--- src/rtl/rr_arbiter_8to1.sv ---
// rr_arbiter_8to1: round-robin arbiter for eight requesters that share one
// N-bit datapath lane. The winner's word is captured into a registered
// valid/ready output stage, and the winner's index is exported as out_sel.
// Optional feature macro: ARB_LOCK_EN. When it is defined, a requester that
// holds lock can keep the lane for up to MAX_BURST consecutive beats.
module rr_arbiter_8to1 #(
   parameter int N         = 32,
   parameter int MAX_BURST = 4
) (
   input  logic             clk,
   input  logic             rst,
   input  logic [7:0]       req,
   input  logic [8*N-1:0]   data_in,
   input  logic [7:0]       lock,
   output logic [7:0]       ack,
   output logic             out_valid,
   input  logic             out_ready,
   output logic [N-1:0]     out_data,
   output logic [2:0]       out_sel
);

   typedef enum logic {IDLE = 1'b0, FULL = 1'b1} state_t;

   state_t     state;
   state_t     stateNext;
   logic [2:0] ptr;
   logic [2:0] rrWinner;
   logic [2:0] winner;
   logic [2:0] scanIdx;
   logic       scanFound;
   logic       anyReq;
   logic       load;
   logic       advancePtr;

   assign anyReq = |req;
   assign load   = anyReq & (~out_valid | out_ready) & ~rst;

   // Round-robin scan: the first requester at or after ptr, wrapping 7 -> 0
   always_comb begin
      rrWinner  = ptr;
      scanIdx   = ptr;
      scanFound = 1'b0;
      for (int i = 0; i < 8; i++) begin
         scanIdx = ptr + 3'(i);
         if (!scanFound && req[scanIdx]) begin
            rrWinner  = scanIdx;
            scanFound = 1'b1;
         end
      end
   end

`ifdef ARB_LOCK_EN
   localparam int BW = $clog2(MAX_BURST + 1);

   logic [BW-1:0] burst;
   logic          lockHold;

   assign lockHold = lock[out_sel] & req[out_sel] & out_valid &
                     (burst < BW'(MAX_BURST - 1));

   // A locked burst keeps the current owner and freezes the pointer
   always_comb begin
      winner     = lockHold ? out_sel : rrWinner;
      advancePtr = ~lockHold;
   end

   // Count consecutive locked beats; any round-robin load restarts the count
   always_ff @(posedge clk) begin
      if (rst) begin
         burst <= '0;
      end else if (load) begin
         burst <= lockHold ? burst + 1'b1 : '0;
      end
   end
`else
   logic unusedLock;
   assign unusedLock = ^lock;

   // Without burst locking every load is pure round-robin
   always_comb begin
      winner     = rrWinner;
      advancePtr = 1'b1;
   end
`endif

   // State register: IDLE means the output stage is empty, FULL means it holds a word
   always_ff @(posedge clk) begin
      if (rst) begin
         state <= IDLE;
      end else begin
         state <= stateNext;
      end
   end

   // Next state: a load always fills the stage, and a retire with no new load empties it
   always_comb begin
      stateNext = state;
      case (state)
         IDLE:    if (load) stateNext = FULL;
         FULL:    if (out_ready && !load) stateNext = IDLE;
         default: stateNext = IDLE;
      endcase
   end

   // Outputs: valid follows the state, and ack marks the winner only in a capture cycle
   always_comb begin
      out_valid = (state == FULL);
      ack       = 8'd0;
      if (load) begin
         ack = 8'd1 << winner;
      end
   end

   // Capture the winner's word and move priority to the requester just after it
   always_ff @(posedge clk) begin
      if (rst) begin
         out_data <= '0;
         out_sel  <= 3'd0;
         ptr      <= 3'd0;
      end else if (load) begin
         out_data <= data_in[int'(winner) * N +: N];
         out_sel  <= winner;
         if (advancePtr) begin
            ptr <= winner + 3'd1;
         end
      end
   end

endmodule

--- config.mk ---
export PLATFORM = sky130hd
export DESIGN_NAME = rr_arbiter_8to1
export DESIGN_NICKNAME = d
export VERILOG_FILES = /design/src/rtl/rr_arbiter_8to1.sv
export SDC_FILE = /design/constraint.sdc
export NUM_CORES = 1
export LEC_CHECK = 0
export CORE_AREA = 5 5 121 123
export DETAILED_ROUTE_END_ITERATION = 7
export DIE_AREA = 0 0 126 128
export PLACE_DENSITY = 0.77
export SETUP_SLACK_MARGIN = 0.05
export SYNTH_ARGS = -nofsm -noshare
export SYNTH_HDL_FRONTEND = slang
export SYNTH_SLANG_ARGS = --single-unit
--- constraint.sdc ---
create_clock -name clk -period 5.8 [get_ports clk]
set_input_delay 1.16 -clock clk [delete_from_list [all_inputs] [get_ports clk]]
set_output_delay 1.16 -clock clk [all_outputs]
set_load 0.05 [all_outputs]
==> results of run 1 <==
==> area by class of cell <==
class,instances,area [sq um]
inverter,4,15.01
tap,180,225.2
clock buffer,6,138.9
multi-input combinational,482,3254
fill,1275,5773
timing repair buffer,327,3336
sequential,39,780.7
clock inverter,2,35.03
==> sequential cells by signal, indices dropped and copies added (netlist names) <==
signal,count
out_valid,1
ptr,3
out_data,32
out_sel,3
==> per-layer routing <==
metal  up-vias  track usage (%)
li1       2709                -
met1      2607            31.99
met2       281            39.81
met3        24            8.292
met4         0            5.804
met5         -                0
==> cell families (layout without fill, tap and decap cells) <==
group | after synthesis | after routing
AO/OA/AOI/OAI | 123 | 123
XOR/XNOR | 5 | 5
adder cells (fa/ha/maj) | 4 | 4
buffers and inverters | 59 | 339
flip-flops | 39 | 39
multiplexers | 66 | 66
AND/OR/NAND/NOR | 284 | 284
==> Yosys cell counts, types with 5 or more instances <==
library cell	count	area [sq um]
nand2_1	203	762.0
mux2i_1	44	440.4
dfxtp_1	39	780.8
nand3_1	36	180.2
a32o_1	33	330.3
a31oi_1	32	200.2
a32oi_1	31	271.5
buf_2	20	100.1
clkbuf_1	18	67.56
mux4_2	15	337.8
nor2_1	9	33.78
buf_1	6	22.52
buf_4	6	45.04
nand2b_1	6	37.54
nor3_1	6	30.03
o21ai_0	6	30.03
a21oi_1	5	25.02
and2_1	5	31.28
buf_6	5	56.30
mux2_2	5	56.30
==> where the power goes <==
group          switching, mW  leakage (nW)  internal, mW  total [mW]
combinational           2.58          2.58          1.64        4.21
clock                  0.118        0.0868         0.214       0.332
sequential            0.0779         0.325         0.391       0.469
==> metrics by stage <==
stage,util [%],hold slack [ps],std cells,power (mW)
after floorplan,-,661.5,580,3.415
after global placement,56.08,437.0,1032,4.648
after detailed placement,56.08,437.0,1032,4.662
after CTS,57.36,446.5,1040,5.017
after global routing,57.42,480.2,1040,5.403
final,57.42,445.5,1040,5.014
==> worst paths after layout <==
path,cells past startpoint,startpoint,slack (ps),endpoint
worst max-delay path,10,req[4],310,ack[5]
worst max register to register,12,ptr[1],1140,out_data[30]
worst min-delay path,2,out_sel[1],450,out_sel[1]
worst min register to register,2,out_sel[1],450,out_sel[1]
==> tightest hold or removal path: stages (launching register included) <==
cell and delay (ps):
dfxtp_1 310, nand2_1 50, nand2_1 50
==> layout by cell type (no fill, tap or decap), types with 2 or more instances in the layout <==
master	count
nand3b_1	3
a21o_1	2
xnor2_1	2
o21a_1	2
o22ai_1	2
nand2_1	203
mux2_2	5
or4_1	2
ha_1	4
a32o_1	33
nor2_1	8
or3_1	3
o21ai_0	6
nor2_4	2
a31oi_1	32
a21oi_1	5
nand3_1	36
clkdlybuf4s50_1	302
mux4_2	15
nor3_1	6
nor2b_1	2
nand2b_1	6
inv_1	3
a32oi_1	31
dfxtp_1	39
nor2b_4	2
clkbuf_16	5
mux2i_1	44
and2_1	5
or2_1	2
buf_12	10
buf_4	15
==> flow_summary_export.csv, run 1 <==
group,metric,value,unit
clock_tree,cts_hold_buf,0,
yosys,ys.flop_type,"dfxtp_1",
clock_tree,post_cts_buffers,0,
setup_path,slowest_delay,580,ps
placed_design,io_buffers,310,
setup_path,worstPathRequired,4640,ps
die,io_pins,319,
timing,hold_viol,0,
clock_tree,clkLatencyLatePin,280,ps
placed_design,globalplace.congestion,0.9227,
setup_path,critPathSlowestCell,"clkdlybuf4s50_1",
grt,grt_overflow,0,
placed_design,dp_hpwl,16580,um
drt,drt-met1-wl,8907,um
yosys,synth_cell_types,52,
clock_tree,root_buffer,"clkbuf_16",
grt,antenna_found_initial,0,
clock_tree,cts-resized-gates,0,
grt,grt_pass1_wl,31600,um
grt,grt_usage,24.66,%
yosys,synth_compound_area_share,23.94,%
drt,drtPass1Iterations,5,
yosys,yosys_warnings,0,
die,die_y,128,um
yosys,avgSynthCellArea,7.397,sq um
yosys,synth_xor_area_share,1.196,%
timing,setup_violations,0,
yosys,synthAdderAreaFrac,1.167,%
cells_and_area,drive_above_1_share,7.674,%
drt,vias_per_cell,5.405,
cells_and_area,finalNetCount,1138,
yosys,synthArstFlopShare,0,%
clock_tree,clockBufferDepth,2,
die,die_w,126,um
setup_path,end_kind,"output pin",
drt,met3_length,2106,um
die,fp.coreArea,13560,sq um
outcome,run_status,"completed",
pwr,powerDensity,644.0,nW/um^2
cells_and_area,final_area,7785,sq um
drt,vias,5621,
pwr,max-vdd-ir-drop,0.0006285,V
setup_path,cp_common_cell,"mux2_2",
pwr,p_leak,2.989,nW
die,die-area,16130,sq um
yosys,synth-simple-area-share,28.32,%
clock_tree,cts_tree,"built",
drt,wl_met2,9923,um
setup_path,crit_path_start_kind,"primary input",
drt,routedWlPerCell,20.48,um
worst_hold_path,holdCritPathClass,"register to register",
timing,tightest_slew,1037,ps
die,initial_utilization,31.64,%
drt,top_layer,"met4",
placed_design,place_area,7604,sq um
cells_and_area,area_delta_synth_final,81.45,%
timing,setup_tns,0,ps
timing,drv_slew,0,
grt,grt_max_degree,110,
timing,worst_slack,310.1,ps
yosys,yosysSeqAreaShare,18.20,%
setup_path,arrival,4330,ps
setup_path,cp_max_fo,10,
setup_path,cp_cell_sequence,"clkdlybuf4s50_1 > mux4_2 > mux2_2 > a32o_1 > mux2_2 > a211oi_2 > o22ai_4 > nand2b_1 > nor3_1 > buf_12",
clock_tree,cts.clk_slew.worst_paths,60,ps
yosys,ys_ff_latch,39,
drt,wl,21300,um
cells_and_area,n_antenna_cell,0,
timing,rsz0062_at_grt,"false",
placed_design,pre_cts_ws,212.3,ps
clock_tree,numCtsBuffers,5,
grt,grt_pass1_vias,5454,
yosys,synth_top_family_by_area,"simple AND/OR/NAND/NOR gates",
yosys,synth_nets,859,
drt,final_antenna_net_count,0,
yosys,synth_cells,580,
setup_path,cp_num_buf_inv,2,
setup_path,critPathTopFamily,"multiplexers",
job,maxCapViolCount,0,
timing,fmax,0.1822,GHz
setup_path,worstSetupPathType,"primary input to output pin",
yosys,synth.area.mux_share,20.03,%
clock_tree,numClockSinks,39,
clock_tree,htreeDepth,2,
die,rows,43,
drt,drt-initial-drc-count,432,
drt,drc,0,
timing,min_period_over_period,94.65,%
timing,period_minus_slack,5490,ps
timing,finalClockSkew,6.834,ps
timing,slew_headroom,30.31,%
yosys,synth_edf_count,0,
yosys,synthesis.area,4290,sq um
(Power assumes the default switching activity.)
==> inputs of run 2 (changes only) <==
HOLD_SLACK_MARGIN = 0.15   (was unset)
==> results of run 2 <==
The final DEF is identical to that of run 1; final timing and power are the same.
==> inputs of run 3 (changes only) <==
CORE_AREA = unset   (was 5 5 121 123)
CORE_ASPECT_RATIO = 0.7   (was unset)
CORE_MARGIN = 5   (was unset)
CORE_UTILIZATION = 35   (was unset)
DIE_AREA = unset   (was 0 0 126 128)
PLACE_DENSITY = 0.82   (was 0.77)
==> run 3 against run 2 <==
Effect of this change: sequential power down 1%; global-route usage up 0.66 points; first-iteration DRC count down 29%; critical path depth up 1; final cell count down 1.9%; sequential cell count unchanged; setup slack worse by 130 ps; clock power down 2%; via count up 1.3%; register-to-register slack worse by 180 ps; highest routed layer unchanged.
==> flow_summary_export.csv, run 3 (same netlist as run 1, synthesis figures left out) <==
group,metric,value,unit
timing,setup_tns,0,ps
grt,grt_pass1_wl,29660,um
die,rows,33,
outcome,run_status,"completed",
clock_tree,clkLatencyLatePin,280,ps
setup_path,cp_max_fo,10,
setup_path,worstSetupPathType,"primary input to output pin",
timing,setup_violations,0,
timing,period_minus_slack,5623,ps
drt,drt-initial-drc-count,307,
placed_design,dp_hpwl,15920,um
cells_and_area,final_common_cell,"clkdlybuf4s50_1",
grt,antenna_found_initial,1,
die,initial_utilization,36.21,%
die,fp.coreArea,11850,sq um
clock_tree,cts_tree,"built",
drt,routedWlPerCell,19.80,um
setup_path,crit_path_start_kind,"primary input",
cells_and_area,final_cell_mix,"clkdlybuf4s50_1 (302), nand2_1 (203), mux2i_1 (44), dfxtp_1 (39), nand3_1 (36)",
timing,rsz0062_at_grt,"false",
cells_and_area,largest_reg_flops,32,
die,io_pins,319,
clock_tree,root_buffer,"clkbuf_16",
grt,grt_overflow,0,
die,die_w,142.3,um
clock_tree,cts_hold_buf,0,
drt,drc,0,
die,die_y,102.6,um
timing,slew_headroom,38.87,%
pwr,powerDensity,636.1,nW/um^2
pwr,p_leak,2.981,nW
timing,min_period_over_period,96.95,%
pwr,max-vdd-ir-drop,0.0005570,V
drt,vias_per_cell,5.580,
timing,drv_slew,0,
cells_and_area,finalNetCount,1139,
grt,grt_pass1_vias,5551,
timing,finalClockSkew,10.24,ps
job,maxCapViolCount,0,
clock_tree,post_cts_buffers,0,
placed_design,globalplace.congestion,0.9313,
timing,worst_slack,176.8,ps
drt,drtPass1Iterations,6,
grt,grt_usage,25.32,%
cells_and_area,layout_top_registers,"out_data: 32 flops, out_sel: 3 flops, ptr: 3 flops",
grt,grt_max_degree,59,
timing,hold_viol,0,
cells_and_area,drive_above_1_share,7.782,%
setup_path,r2r_slack,960,ps
setup_path,end_kind,"output pin",
clock_tree,clockBufferDepth,2,
drt,vias,5692,
die,die-area,14610,sq um
setup_path,arrival,4460,ps
clock_tree,numClockSinks,39,
cells_and_area,top_register,"out_data",
drt,wl,20200,um
drt,final_antenna_net_count,0,
clock_tree,numCtsBuffers,5,
placed_design,pre_cts_ws,222.4,ps
timing,tightest_slew,914.8,ps
clock_tree,cts-resized-gates,0,
clock_tree,cts.clk_slew.worst_paths,60,ps
setup_path,worstPathRequired,4640,ps
clock_tree,htreeDepth,2,
timing,fmax,0.1778,GHz
worst_hold_path,holdCritPathClass,"register to register",
cells_and_area,area_delta_synth_final,80.08,%
placed_design,io_buffers,310,
-- run 3: changes by cell type in the layout (fill, tap and decap cells not counted), sizes merged --
cell	before	now
buf	25	26
diode	0	2
-- run 3: cell type report --
cell class | count | area [sq um]
well taps | 157 | 196.4
inverters | 4 | 15.01
fillers | 936 | 4124
multi-input cells | 482 | 3237
diodes | 2 | 5.005
clock buffers | 6 | 138.9
flip-flops and latches | 39 | 780.7
clock inverters | 2 | 35.03
repair buffers | 328 | 3318
-- run 3: critical path, cell delays in order --
cell	delay (ps)
clkdlybuf4s50_1	600
mux4_2	530
mux2_2	320
o32ai_4	330
and2_1	260
a21o_1	340
xnor2_2	220
and2_1	230
ha_1	150
and2_1	170
buf_12	150
-- run 3: metrics by stage --
step / total power, mW / hold WS [ps] / instance area [sq um] / utilization, % / cells
global placement: 4.469 / 437.8 / 7547 / 63.69 / 1010
global route: 5.257 / 458.1 / 7724 / 65.18 / 1019
detailed placement: 4.554 / 435.7 / 7547 / 63.69 / 1010
floorplan: 3.415 / 661.5 / 4290 / - / 580
CTS: 4.890 / 445.6 / 7721 / 65.16 / 1018
finish: 4.915 / 446.9 / 7726 / 65.20 / 1020
-- run 3: where the power goes --
group          leakage [nW]  switching, mW  internal (mW)
sequential            0.325         0.0705          0.391
clock                0.0869          0.112          0.214
combinational          2.57           2.56           1.57
-- run 3: routing by layer --
layer  vias to the layer above  GRT usage [%]  wire length [um]
met3                        24          7.140              2098
met2                       315          43.71              9756
li1                       2710              -                 -
met1                      2643          31.55              7890
met4                         0          6.355               456
met5                         -              0                 0
-- run 3: worst paths after layout --
kind / from / end / depth (start not counted)
worst max-delay path: req[5] / ack[7] / 11
worst min-delay path: out_sel[1] / out_sel[1] / 2
worst max register to register: ptr[0] / out_data[31] / 14
worst min register to register: out_sel[1] / out_sel[1] / 2
